**config.mk**
```make
export PLATFORM = sky130hd
export DESIGN_NAME = load_unit
export DESIGN_NICKNAME = d
export VERILOG_FILES = /design/src/rtl/load_unit_pkg.sv /design/src/rtl/load_extend.sv /design/src/rtl/load_unit.sv
export SDC_FILE = /design/constraint.sdc
export NUM_CORES = 1
export LEC_CHECK = 0
export ABC_AREA = 1
export BUFFER_PORTS_ARGS = -buffer_cell sky130_fd_sc_hd__buf_4
export CORE_MARGIN = 1
export CORE_UTILIZATION = 44
export DETAILED_ROUTE_END_ITERATION = 12
export SLEW_MARGIN = 20
export SYNTH_ARGS = -nofsm -noshare
export SYNTH_HDL_FRONTEND = slang
export SYNTH_SLANG_ARGS = --single-unit
```
**constraint.sdc**
```tcl
create_clock -name clk -period 3.85 [get_ports clk]
set_clock_uncertainty 0.2 [all_clocks]
set_input_delay 0.5775 -clock clk [delete_from_list [all_inputs] [get_ports clk]]
set_output_delay 0.5775 -clock clk [all_outputs]
set_load 0.03 [all_outputs]
```
**src/rtl/load_unit_pkg.sv**
```systemverilog
// Shared definitions for the byte-serial load unit: funct3 encodings,
// FSM states and small decode helpers.
package load_unit_pkg;

  localparam logic [2:0] F3_LB  = 3'b000;
  localparam logic [2:0] F3_LH  = 3'b001;
  localparam logic [2:0] F3_LW  = 3'b010;
  localparam logic [2:0] F3_LBU = 3'b100;
  localparam logic [2:0] F3_LHU = 3'b101;

  typedef enum logic [1:0] {
    S_IDLE,
    S_ISSUE,
    S_WAIT,
    S_DONE
  } state_e;

  function automatic logic [2:0] byte_count(input logic [2:0] f3);
    case (f3[1:0])
      2'b00:   return 3'd1;
      2'b01:   return 3'd2;
      default: return 3'd4;
    endcase
  endfunction

  // Misaligned halfword/word or an encoding that is not a load.
  function automatic logic load_err(input logic [2:0] f3, input logic [1:0] addr_lo);
    case (f3)
      F3_LB, F3_LBU: return 1'b0;
      F3_LH, F3_LHU: return addr_lo[0];
      F3_LW:         return addr_lo != 2'b00;
      default:       return 1'b1;
    endcase
  endfunction

endpackage

```
**src/rtl/load_extend.sv**
```systemverilog
// Sign/zero extension of an assembled little-endian load word.
module load_extend
  import load_unit_pkg::*;
#(
  parameter int unsigned XLEN = 32
) (
  input  logic [XLEN-1:0] word_i,
  input  logic [2:0]      funct3_i,
  output logic [XLEN-1:0] data_o
);

  always_comb begin
    data_o = word_i;
    case (funct3_i)
      F3_LB:   data_o = {{(XLEN-8){word_i[7]}},   word_i[7:0]};
      F3_LH:   data_o = {{(XLEN-16){word_i[15]}}, word_i[15:0]};
      F3_LBU:  data_o = {{(XLEN-8){1'b0}},        word_i[7:0]};
      F3_LHU:  data_o = {{(XLEN-16){1'b0}},       word_i[15:0]};
      default: data_o = word_i;
    endcase
  end

endmodule

```
**src/rtl/load_unit.sv**
```systemverilog
// Byte-serial load unit: reads N bytes one access at a time, assembles them
// little-endian, extends the result and returns it with its rd index.
module load_unit
  import load_unit_pkg::*;
#(
  parameter int unsigned XLEN    = 32,
  parameter int unsigned MEM_LAT = 1
) (
  input  logic            clk,
  input  logic            rst,
  input  logic            req_valid,
  output logic            req_ready,
  input  logic [XLEN-1:0] req_addr,
  input  logic [2:0]      req_funct3,
  input  logic [4:0]      req_rd,
  output logic            mem_re,
  output logic [XLEN-1:0] mem_addr,
  input  logic [7:0]      mem_rdata,
  output logic            rsp_valid,
  output logic [XLEN-1:0] rsp_data,
  output logic [4:0]      rsp_rd,
  output logic            rsp_err,
  output logic            busy
);

  localparam logic [1:0] WAIT_LAST = 2'(MEM_LAT - 1);

  state_e          state_q;
  logic [XLEN-1:0] base_q;
  logic [2:0]      f3_q;
  logic [4:0]      rd_q;
  logic [1:0]      k_q;
  logic [1:0]      last_q;
  logic [1:0]      wcnt_q;
  logic [XLEN-1:0] asm_q;
  logic [XLEN-1:0] asm_d;
  logic [XLEN-1:0] ext_data;

  logic            mem_re_q;
  logic [XLEN-1:0] mem_addr_q;
  logic            rsp_valid_q;
  logic [XLEN-1:0] rsp_data_q;
  logic [4:0]      rsp_rd_q;
  logic            rsp_err_q;
  logic            busy_q;
  logic            ready_q;

  // Word as it will look once the current byte is captured; feeds both the
  // assembly register and the extender so the final byte lands in rsp_data.
  always_comb begin
    asm_d = asm_q;
    asm_d[{k_q, 3'b000} +: 8] = mem_rdata;
  end

  load_extend #(.XLEN(XLEN)) u_extend (
    .word_i   (asm_d),
    .funct3_i (f3_q),
    .data_o   (ext_data)
  );

  always_ff @(posedge clk or negedge rst) begin
    if (!rst) begin
      state_q     <= S_IDLE;
      base_q      <= '0;
      f3_q        <= '0;
      rd_q        <= '0;
      k_q         <= '0;
      last_q      <= '0;
      wcnt_q      <= '0;
      asm_q       <= '0;
      mem_re_q    <= 1'b0;
      mem_addr_q  <= '0;
      rsp_valid_q <= 1'b0;
      rsp_data_q  <= '0;
      rsp_rd_q    <= '0;
      rsp_err_q   <= 1'b0;
      busy_q      <= 1'b0;
      ready_q     <= 1'b1;
    end else begin
      case (state_q)
        S_IDLE: begin
          if (req_valid) begin
            base_q  <= req_addr;
            f3_q    <= req_funct3;
            rd_q    <= req_rd;
            last_q  <= 2'(byte_count(req_funct3) - 3'd1);
            k_q     <= '0;
            wcnt_q  <= '0;
            asm_q   <= '0;
            busy_q  <= 1'b1;
            ready_q <= 1'b0;
            if (load_err(req_funct3, req_addr[1:0])) begin
              state_q     <= S_DONE;
              rsp_valid_q <= 1'b1;
              rsp_err_q   <= 1'b1;
              rsp_data_q  <= '0;
              rsp_rd_q    <= req_rd;
            end else begin
              state_q    <= S_ISSUE;
              mem_re_q   <= 1'b1;
              mem_addr_q <= req_addr;
            end
          end
        end
        S_ISSUE: begin
          mem_re_q <= 1'b0;
          wcnt_q   <= '0;
          state_q  <= S_WAIT;
        end
        S_WAIT: begin
          if (wcnt_q == WAIT_LAST) begin
            asm_q <= asm_d;
            if (k_q == last_q) begin
              state_q     <= S_DONE;
              rsp_valid_q <= 1'b1;
              rsp_err_q   <= 1'b0;
              rsp_data_q  <= ext_data;
              rsp_rd_q    <= rd_q;
            end else begin
              k_q        <= k_q + 2'd1;
              mem_re_q   <= 1'b1;
              mem_addr_q <= base_q + XLEN'(k_q + 2'd1);
              state_q    <= S_ISSUE;
            end
          end else begin
            wcnt_q <= wcnt_q + 2'd1;
          end
        end
        S_DONE: begin
          rsp_valid_q <= 1'b0;
          busy_q      <= 1'b0;
          ready_q     <= 1'b1;
          state_q     <= S_IDLE;
        end
        default: state_q <= S_IDLE;
      endcase
    end
  end

  assign req_ready = ready_q;
  assign mem_re    = mem_re_q;
  assign mem_addr  = mem_addr_q;
  assign rsp_valid = rsp_valid_q;
  assign rsp_data  = rsp_data_q;
  assign rsp_rd    = rsp_rd_q;
  assign rsp_err   = rsp_err_q;
  assign busy      = busy_q;

endmodule

```
==> results.ini <==
[cts]
post_cts_buffers = 0
htreeDepth = 4
clk_latency_ns = 0.43
root_buffer = clkbuf_16
clk_path_buf_depth = 2
cts_inserted_buffers = 17
postCtsHoldBufs = 0
cts_sinks = 154
cts_resized = 0
cts_tree = built
clkSlewWorstSetupHoldPaths_ns = 0.06

[synthesis]
synth-seq-cells = 154
netlist_area_sq_mm = 0.00802
synth.net_count = 1128
synthArstFlopShare = 1.00
ys_warn_count = 0
synth_common_cells = nand2_1, dfrtp_1, o21ai_0
synth_cells = 1065
synth_area_leaders = dfrtp_1, nand2_1, o21ai_0
synth_top_area_share = 0.478
ys_seq_area_frac = 0.481
yosysTopAreaCell = dfrtp_1
synth_area_per_cell_sq_um = 7.53
synthFlopType = dfrtp_1
yosysMostFrequentCell = nand2_1
synth-edff-count = 0
synth.distinct_cells = 33

[sta]
slew_viol_final = 0
slew_headroom = 0.433
rsz0062_at_grt = false
worstMarginPinSlew_ns = 0.850
tns_ns = 0
hold_viol_final = 20
min_period_ns = 2.95
hold_slack_ns = -0.0314
fin_crit_sh = 0.767
setup_slack_ns = 0.897
clock.fmax_mhz = 339
setup_viol = 0

[grt]
grt_pass1_wl_um = 34200
grt_use_total = 0.238
grt_max_degree = 75
grt-ovfl-total = 0
antenna_found_initial = 0
first_global_vias = 6912

[worst_setup_path]
crit_family = buffers and inverters
crit_type = register to register
path_buf_inv = 4
crit_chain = inv_1, ha_2, buf_4, nand3_1, nand2_2, inv_2, nand2_2, buf_4, nor2_1, nand2_1, nand2_1
start_kind = register
worstRegToRegCells = 11
crit_path_end_kind = register
regToRegEndpoint = mem_addr[31]
critPathRequiredTime_ns = 3.97
cp_slowest_stage_delay_ns = 0.57
r2r-start = state_q[0]
critPathSlowestCell = buf_4
cp_max_fo = 62
worstSetupStartpoint = state_q[0]
crit_cells = 11
rrSetupSlack_ns = 0.90
cp.arrival_ns = 3.07
cp-endpoint = mem_addr[31]

[route]
via_per_inst = 5.07
drc = 0
num_vias = 7152
drt_wl_total_um = 20900
firstDrtPassIters = 7
drt_iter0_markers = 456
avgRoutedWirePerCell_um = 14.8
ant_nets = 0

[floorplan]
floorplan.initialDensity = 0.457
die_h_um = 137
ios = 125
core.rowCount = 48
die_area_sq_mm = 0.0188
core-area_sq_mm = 0.0175
die_width_um = 137

[layout]
diodes = 0
fin_nets = 1236
finalCoreUtilization = 0.548
area_growth_pct = 19.8
final_area_sq_mm = 0.00960
drive_gt1_frac = 0.164

[power_and_ir_drop]
power_switching_mw = 3.87
powerDensity_mw_per_mm2 = 869
seqPwrFrac = 0.328
p_leak_nw = 4.70
p_int_mw = 4.47
p_comb_frac = 0.481
p_clk_frac = 0.191
switching_share = 0.464
peakVddDrop_uv = 410

[placed_design]
hpwlAfterDp_um = 14900
place.gp.congestion = 0.900
numPortBuffers = 124
placed_area_sq_mm = 0.00905
post-place-ws_ns = 0.876

[run]
maxCapViolations = 0

[status]
violations = negative hold slack
outcome = complete, but fails checks

[min_path]
hp-class = input pin to asynchronous set/reset pin

placed cells by master, fill, tap and decap left out, types with 3 or more instances in the layout:
cell type	count
nand2_1	370
dfrtp_1	153
buf_4	131
o21ai_0	129
nor2_1	108
inv_1	88
nand3_1	57
o21ai_1	19
o22ai_1	18
clkbuf_16	17
ha_1	10
o211ai_1	9
o21ai_2	8
nor2_2	7
inv_2	6
a21oi_1	6
nand2_2	6
nand3b_1	5
clkinvlp_4	5
nand2_4	4
xor2_1	4
clkbuf_1	4
nand4_1	3
area by class of cell:
cell class | instances | area (sq um)
flip-flops and latches | 154 | 3850
fillers | 1740 | 7940
clock buffers | 22 | 454
clock inverters | 10 | 95.1
well taps | 225 | 282
repair buffers | 132 | 995
multi-input cells | 773 | 3560
inverters | 95 | 357
flip-flops by register name (all words and copies together), names as in the netlist, 3 cells and up:
register / cells
asm_q: 32
base_q: 32
mem_addr: 32
rsp_data: 32
rd_q: 5
rsp_rd: 5
f3_q: 3
per-stage QoR:
stage	instances	power [mW]
floorplan	1065	5.62
global placement	1379	6.74
detailed placement	1379	6.81
CTS	1411	8.42
global route	1411	9.00
finish	1411	8.34
how the worst min path moves through the flow:
stage,slack [ns],start,end,cells after the start
6_report,-0.03,rst,rsp_data[5],1
2_1_floorplan,0.08,rst,asm_q[0],0
4_1_cts,0.002,rst,rsp_data[16],1
3_5_place_dp,0.26,rsp_data[7],rsp_data[7],2
5_1_grt,0.03,rst,rsp_data[23],1
3_3_place_gp,0.26,rsp_data[7],rsp_data[7],2
logic make-up after synthesis:
logic type      Yosys count  synth area share
simple gates            563             0.288
buf+inv                 138            0.0749
xor+xnor                  6           0.00655
fa+ha+maj                12            0.0197
compound gates          192             0.130
flops                   154             0.481
routing by layer:
layer / vias to the layer above / global-route usage / routed length (um)
met5: - / 0 / 0
met3: 29 / 0.0426 / 798
met2: 150 / 0.404 / 10200
met4: 0 / 0.0775 / 399
met1: 3367 / 0.305 / 9500
li1: 3606 / - / -
power by group through the flow:
stage                     combinational, mW  sequential (mW)  clock (mW)
after global placement                 3.99             2.75           0
after CTS                              4.07             2.74        1.62
final                                  4.01             2.74        1.60
after detailed placement               4.07             2.75           0
after floorplan                        2.29             3.33           0
after global routing                   4.51             2.82        1.67
worst register-to-register path, cell delays in order (launching register included):
cell and delay (ns):
dfrtp_1 0.40, inv_1 0.10, ha_2 0.32, buf_4 0.57, nand3_1 0.28, nand2_2 0.14
inv_2 0.06, nand2_2 0.05, buf_4 0.46, nor2_1 0.15, nand2_1 0.09, nand2_1 0.05
(Power assumes the default switching activity.)
